<file path="config.mk">
export PLATFORM = sky130hd
export DESIGN_NAME = stack_controller_flat
export DESIGN_NICKNAME = d
export VERILOG_FILES = /design/src/rtl/stack_controller_if.sv /design/src/rtl/stack_controller.sv /design/src/flat_wrapper.sv
export SDC_FILE = /design/constraint.sdc
export NUM_CORES = 1
export LEC_CHECK = 0
export CORE_MARGIN = 3
export CORE_UTILIZATION = 46
export CTS_CLUSTER_DIAMETER = 40
export DETAILED_ROUTE_END_ITERATION = 7
export PLACE_DENSITY_LB_ADDON = 0.12
export SYNTH_ARGS = -nofsm -noshare
export SYNTH_HDL_FRONTEND = slang
export SYNTH_SLANG_ARGS = --single-unit
</file>
<file path="constraint.sdc">
create_clock -name clk -period 1.85 [get_ports clk]
set_input_delay 0.37 -clock clk [delete_from_list [all_inputs] [get_ports clk]]
set_output_delay 0.37 -clock clk [all_outputs]
set_load 0.05 [all_outputs]
</file>
<file path="src/rtl/stack_controller_if.sv">
// rtl/stack_controller_if.sv - opcode/flag inputs and control strobes between controller and datapath
//
// Signals:
//   inst_op[2:0]  opcode IR[7:5] from the datapath
//   z             datapath zero flag (stack top == 0)
//   ir_write, B_write, pc_src, pc_write, mem_src, mem_write,
//   stack_src, tos, push, pop, instr_done   control strobes to the datapath
// Modports:
//   master  controller side (drives strobes, reads opcode/flag)
//   slave   datapath side
interface stack_controller_if;
    logic [2:0] inst_op;
    logic       z;
    logic       ir_write;
    logic       B_write;
    logic       pc_src;
    logic       pc_write;
    logic       mem_src;
    logic       mem_write;
    logic       stack_src;
    logic       tos;
    logic       push;
    logic       pop;
    logic       instr_done;

    modport master (
        input  inst_op, z,
        output ir_write, B_write, pc_src, pc_write, mem_src, mem_write,
               stack_src, tos, push, pop, instr_done
    );

    modport slave (
        output inst_op, z,
        input  ir_write, B_write, pc_src, pc_write, mem_src, mem_write,
               stack_src, tos, push, pop, instr_done
    );
endinterface

</file>
<file path="src/rtl/stack_controller.sv">
// rtl/stack_controller.sv - multi-cycle fetch/decode/execute FSM for the 8-bit stack machine
//
// Ports:
//   clk    system clock, all state updates on posedge
//   reset  synchronous active-high; forces INIT and all strobes low
//   bus    stack_controller_if.master: inst_op/z in, datapath strobes out
//   step   (SINGLE_STEP_EN only) advance out of HOLD into the next FETCH
// Parameters:
//   RESET_WAIT  INIT cycles after reset deasserts before leaving INIT (1..15)
// Optional build macro:
//   SINGLE_STEP_EN  adds HOLD after INIT and after every completed instruction
module stack_controller #(
    parameter int RESET_WAIT = 1
) (
    input  logic               clk,
    input  logic               reset,
    stack_controller_if.master bus
`ifdef SINGLE_STEP_EN
    ,
    input  logic               step
`endif
);

    typedef enum logic [3:0] {
        INIT     = 4'd0,
        FETCH    = 4'd1,
        DECODE   = 4'd2,
        ALU_POP2 = 4'd3,
        ALU_EXEC = 4'd4,
        ALU_PUSH = 4'd5,
        PUSH_MEM = 4'd6,
        POP_MEM  = 4'd7
`ifdef SINGLE_STEP_EN
        ,
        HOLD     = 4'd8
`endif
    } state_t;

    typedef struct packed {
        logic ir_write;
        logic B_write;
        logic pc_src;
        logic pc_write;
        logic mem_src;
        logic mem_write;
        logic stack_src;
        logic tos;
        logic push;
        logic pop;
        logic instr_done;
    } ctrl_t;

    state_t     state;
    state_t     next_state;
    state_t     done_next;
    logic [3:0] init_cnt;
    ctrl_t      ctrl_q;
    ctrl_t      ctrl;

    // Strobes that depend only on the state; DECODE contributes nothing here
    // because its strobes follow the opcode latched on the same edge.
    function automatic ctrl_t moore_ctrl(input state_t s);
        ctrl_t c;
        c = '0;
        case (s)
            FETCH: begin
                c.mem_src  = 1'b1;
                c.ir_write = 1'b1;
                c.pc_src   = 1'b1;
                c.pc_write = 1'b1;
            end
            ALU_POP2: begin
                c.tos = 1'b1;
                c.pop = 1'b1;
            end
            ALU_PUSH: begin
                c.stack_src  = 1'b1;
                c.push       = 1'b1;
                c.instr_done = 1'b1;
            end
            PUSH_MEM: begin
                c.push       = 1'b1;
                c.instr_done = 1'b1;
            end
            POP_MEM: begin
                c.tos        = 1'b1;
                c.mem_write  = 1'b1;
                c.pop        = 1'b1;
                c.instr_done = 1'b1;
            end
            default: c = '0;
        endcase
        return c;
    endfunction

    function automatic ctrl_t decode_ctrl(input logic [2:0] op, input logic zf);
        ctrl_t c;
        c = '0;
        case (op)
            3'b000, 3'b001, 3'b010, 3'b011: begin
                // First operand moves into B and leaves the stack.
                c.tos     = 1'b1;
                c.B_write = 1'b1;
                c.pop     = 1'b1;
            end
            3'b110: begin
                c.pc_write   = 1'b1;
                c.instr_done = 1'b1;
            end
            3'b111: begin
                // Peek only: the tested value stays on the stack.
                c.tos        = 1'b1;
                c.pc_write   = zf;
                c.instr_done = 1'b1;
            end
            default: c = '0;
        endcase
        return c;
    endfunction

`ifdef SINGLE_STEP_EN
    assign done_next = HOLD;
`else
    assign done_next = FETCH;
`endif

    always_comb begin
        next_state = state;
        case (state)
            INIT:
                if (init_cnt == 4'(RESET_WAIT - 1)) next_state = done_next;
            FETCH:
                next_state = DECODE;
            DECODE:
                case (bus.inst_op)
                    3'b000, 3'b001, 3'b010: next_state = ALU_POP2;
                    3'b011:                 next_state = ALU_EXEC;
                    3'b100:                 next_state = PUSH_MEM;
                    3'b101:                 next_state = POP_MEM;
                    3'b110, 3'b111:         next_state = done_next;
                    default:                next_state = FETCH;
                endcase
            ALU_POP2:
                next_state = ALU_EXEC;
            ALU_EXEC:
                next_state = ALU_PUSH;
            ALU_PUSH, PUSH_MEM, POP_MEM:
                next_state = done_next;
`ifdef SINGLE_STEP_EN
            HOLD:
                if (step) next_state = FETCH;
`endif
            default:
                next_state = INIT;
        endcase
    end

    // Moore strobes are registered against the state being entered so they
    // change on the same edge as the state itself.
    always_ff @(posedge clk) begin
        if (reset) begin
            state    <= INIT;
            init_cnt <= 4'd0;
            ctrl_q   <= '0;
        end else begin
            state  <= next_state;
            ctrl_q <= moore_ctrl(next_state);
            if (state == INIT && next_state == INIT) begin
                init_cnt <= init_cnt + 4'd1;
            end else begin
                init_cnt <= 4'd0;
            end
        end
    end

    always_comb begin
        ctrl = ctrl_q;
        if (state == DECODE) ctrl = decode_ctrl(bus.inst_op, bus.z);
    end

    assign bus.ir_write   = ctrl.ir_write;
    assign bus.B_write    = ctrl.B_write;
    assign bus.pc_src     = ctrl.pc_src;
    assign bus.pc_write   = ctrl.pc_write;
    assign bus.mem_src    = ctrl.mem_src;
    assign bus.mem_write  = ctrl.mem_write;
    assign bus.stack_src  = ctrl.stack_src;
    assign bus.tos        = ctrl.tos;
    assign bus.push       = ctrl.push;
    assign bus.pop        = ctrl.pop;
    assign bus.instr_done = ctrl.instr_done;

endmodule

</file>
<file path="src/flat_wrapper.sv">
// flat-port wrapper written by rule: the top's interface ports become plain ports
module stack_controller_flat 
#(
    parameter int RESET_WAIT = 1
)
  (clk, reset, bus_inst_op, bus_z, bus_ir_write, bus_B_write, bus_pc_src, bus_pc_write, bus_mem_src, bus_mem_write, bus_stack_src, bus_tos, bus_push, bus_pop, bus_instr_done);
  stack_controller_if bus_i ();
  input  logic clk;
  input  logic reset;
  input wire logic [$bits(bus_i.inst_op)-1:0] bus_inst_op;
  input wire logic [$bits(bus_i.z)-1:0] bus_z;
  output wire logic [$bits(bus_i.ir_write)-1:0] bus_ir_write;
  output wire logic [$bits(bus_i.B_write)-1:0] bus_B_write;
  output wire logic [$bits(bus_i.pc_src)-1:0] bus_pc_src;
  output wire logic [$bits(bus_i.pc_write)-1:0] bus_pc_write;
  output wire logic [$bits(bus_i.mem_src)-1:0] bus_mem_src;
  output wire logic [$bits(bus_i.mem_write)-1:0] bus_mem_write;
  output wire logic [$bits(bus_i.stack_src)-1:0] bus_stack_src;
  output wire logic [$bits(bus_i.tos)-1:0] bus_tos;
  output wire logic [$bits(bus_i.push)-1:0] bus_push;
  output wire logic [$bits(bus_i.pop)-1:0] bus_pop;
  output wire logic [$bits(bus_i.instr_done)-1:0] bus_instr_done;
  assign bus_i.inst_op = bus_inst_op;
  assign bus_i.z = bus_z;
  assign bus_ir_write = bus_i.ir_write;
  assign bus_B_write = bus_i.B_write;
  assign bus_pc_src = bus_i.pc_src;
  assign bus_pc_write = bus_i.pc_write;
  assign bus_mem_src = bus_i.mem_src;
  assign bus_mem_write = bus_i.mem_write;
  assign bus_stack_src = bus_i.stack_src;
  assign bus_tos = bus_i.tos;
  assign bus_push = bus_i.push;
  assign bus_pop = bus_i.pop;
  assign bus_instr_done = bus_i.instr_done;
  stack_controller #(.RESET_WAIT(RESET_WAIT)) u_core (.clk(clk), .reset(reset), .bus(bus_i));
endmodule
</file>
==> flow_metrics.py <==
metrics = {
    "finish": {
        "fin_nets": 118,
        "fin_area_um2": 1117,
        "area_growth_pct": 64.15,
        "n_fill_cell": 78,
        "n_antenna_cell": 0,
        "final_layout_size_suffix_gt1_share_pct": 36.70,
        "instances_no_fill": 124,
    },
    "power_and_ir_drop": {
        "p_per_area_nw_per_um2": 596.2,
        "ir_drop_mv": 0.4507,
        "p_leak_nw": 0.5132,
    },
    "clocking": {
        "cts.reportedPaths.clkPinSlew_ps": 90,
        "cts.sinks": 14,
        "htreeDepth": 1,
        "clk_latency_ps": 270,
        "clockRootBuffer": "clkbuf_4",
        "numCtsBuffers": 3,
        "cts_tree": "built",
        "max-clock-path-buffers": 2,
        "holdBufCountCts": 0,
    },
    "global_routing": {
        "grt_use_total_pct": 16.51,
        "overflow": 0,
        "grt_pass1_vias": 583,
        "grt_pass1_wl_um": 2456,
        "antenna_found_initial": 0,
        "grt_max_degree": 10,
    },
    "synth": {
        "synthDominantCellAreaShare_pct": 41.18,
        "syn_avg_cell_area_um2": 8.301,
        "synth.area.top_cells": "dfxtp_1, and2_1, nor2_1, inv_1, nand2_1",
        "synth_area_leader_cell": "dfxtp_1",
        "yosys_warnings": 0,
        "synth-edff-count": 0,
        "ys_seq_area_share_pct": 41.18,
        "ys_types": 31,
        "synth-seq-cells": 14,
        "ys_async_sr_fraction_pct": 0,
        "synth_top_flop_cell": "dfxtp_1",
        "syn_inst": 82,
        "synth_most_common_cell": "dfxtp_1",
        "synth_commonest_cells": "dfxtp_1, nor2_1, inv_1, nand2_1, and2_1",
        "synth_fp_nets": 90,
        "netlist_area_um2": 680.7,
    },
    "job": {
        "maxCapViolations": 0,
    },
    "drt": {
        "first_pass_iters": 5,
        "vias_per_cell": 5.194,
        "drtAntennaViolNets": 0,
        "drt_first_iter_violations": 4,
        "post_drt_wl_per_cell_um": 13.19,
        "drc_errors": 0,
        "drt-total-wl_um": 1636,
        "num_vias": 644,
    },
    "timing": {
        "clock_skew_ps": 3.218,
        "fin_crit_sh_pct": 97.50,
        "max_freq_mhz": 554.4,
        "final_hold_viol_count": 0,
        "drv_slew": 0,
        "setup_viol": 0,
        "holdWs_ps": 479.0,
        "period_minus_slack_ps": 1804,
        "tns_ps": 0,
    },
    "setup_path": {
        "startpoint_type": "flip-flop",
        "regToRegStartpoint": "u_core.state[0]",
        "r2r_end": "u_core.ctrl_q[6]",
        "r2r_setup_slack_ps": 380,
        "worstSetupPathType": "reg2out",
        "crit_required_ps": 1480,
        "cp_max_fo": 5,
        "critPathLaunch": "u_core.state[0]",
        "arrival_ps": 1430,
        "worstSetupEndpoint": "bus_tos",
        "r2r_cells": 5,
        "critPathCaptureType": "primary output",
    },
    "die": {
        "rows": 13,
        "ios": 17,
        "start_util_pct": 50.42,
        "core_um2": 1350,
        "die_height_um": 44.47,
        "die_w_um": 44.47,
        "dieArea_um2": 1977,
    },
    "hold_path": {
        "hp-start": "u_core.init_cnt[0]",
        "hp-class": "reg2reg",
    },
    "placement": {
        "io_buffers": 16,
        "placed_area_um2": 996.0,
        "dp_hpwl_um": 1096,
        "place_congestion": 0.8594,
        "place_inst": 116,
    },
    "run_status": {
        "outcome": "finished, final reports clean",
    },
}
## repair_timing
| item | in CTS | in global routing |
|---|---|---|
| setup endpoints to repair | 11 | 11 |
| buffers inserted | 2 | 1 |
| pin swaps | 0 | 2 |
| cloned | 0 | 1 |
| gates resized for setup | 7 | 11 |
## state kept, by name, indices dropped and copies added, names as in the netlist
signal and cells:
u_core.ctrl_q 6, u_core.state 4, u_core.init_cnt 4
## cells in the final DEF, fill, tap and decap left out, drive strengths merged
master	count
a21o	1
nor2	8
and3	2
a211oi	2
ha	2
xor2	1
clkdlybuf4s50	2
buf	21
dlymetal6s2s	3
o211a	1
nand2	7
nand2b	3
o21ai	4
and4b	1
a31o	1
xnor2	1
nor2b	4
and2	6
dfxtp	14
nor3b	1
a31oi	1
a21oi	4
conb	1
or2	1
clkbuf	4
inv	7
nand3b	1
and2b	1
a311oi	1
nand3	1
nor3	2
## worst max-delay path, cell delays in order, from the launching register on
cell     delay (ps)
dfxtp_2         330
and2b_2         250
nand2_4          60
buf_6           130
a21o_4          180
nand2_2          80
buf_12          130
## layout make-up
type / instances / area [um2] / area share [%]
multi-input combinational: 58 / 397.9 / 35.61
timing repair buffer: 26 / 354.1 / 31.69
tap: 15 / 18.77 / 1.680
inverter: 7 / 26.28 / 2.352
clock buffer: 4 / 36.28 / 3.247
sequential: 14 / 284.0 / 25.42
## how the worst min path moves through the flow
stage | end | slack (ps) | depth (start not counted)
floorplan | u_core.init_cnt[0] | 430 | 1
global placement | u_core.init_cnt[0] | 440 | 1
detailed placement | u_core.init_cnt[0] | 460 | 1
CTS | u_core.state[0] | 470 | 1
global route | u_core.init_cnt[0] | 510 | 1
finish | u_core.init_cnt[0] | 480 | 1
## through the flow
step	setup slack (ps)	power (W)	util, %
finish	46.25	0.0006661	82.76
global route	-12.97	0.0006930	82.76
CTS	2.030	0.0006594	78.68
detailed placement	-30.03	0.0004408	73.77
global placement	-10.46	0.0004394	73.77
floorplan	-21.00	0.0003792	-
## kinds of logic after synthesis
group           count (synthesis)  synth area share, %
fa+ha+maj                       2                3.676
xor+xnor                        2                2.574
flops                          14                41.18
other cells                     1               0.5509
compound gates                 15                15.08
simple gates                   38                30.15
buf+inv                        10                6.801
## metal layers
| metal | GRT usage [%] | wire length (um) | up-vias |
|---|---|---|---|
| li1 | - | - | 324 |
| met1 | 21.84 | 720 | 302 |
| met2 | 27.22 | 853 | 16 |
| met3 | 2.439 | 51 | 2 |
| met4 | 5.422 | 11 | 0 |
| met5 | 0 | 0 | - |
## where the power goes
| group | switching [W] | internal (W) |
|---|---|---|
| combinational | 0.0000691 | 0.0000691 |
| sequential | 0.00000393 | 0.000307 |
| clock | 0.0000978 | 0.000119 |
| total | 0.000171 | 0.000495 |
Note: power is estimated with default switching activity, not from simulation.
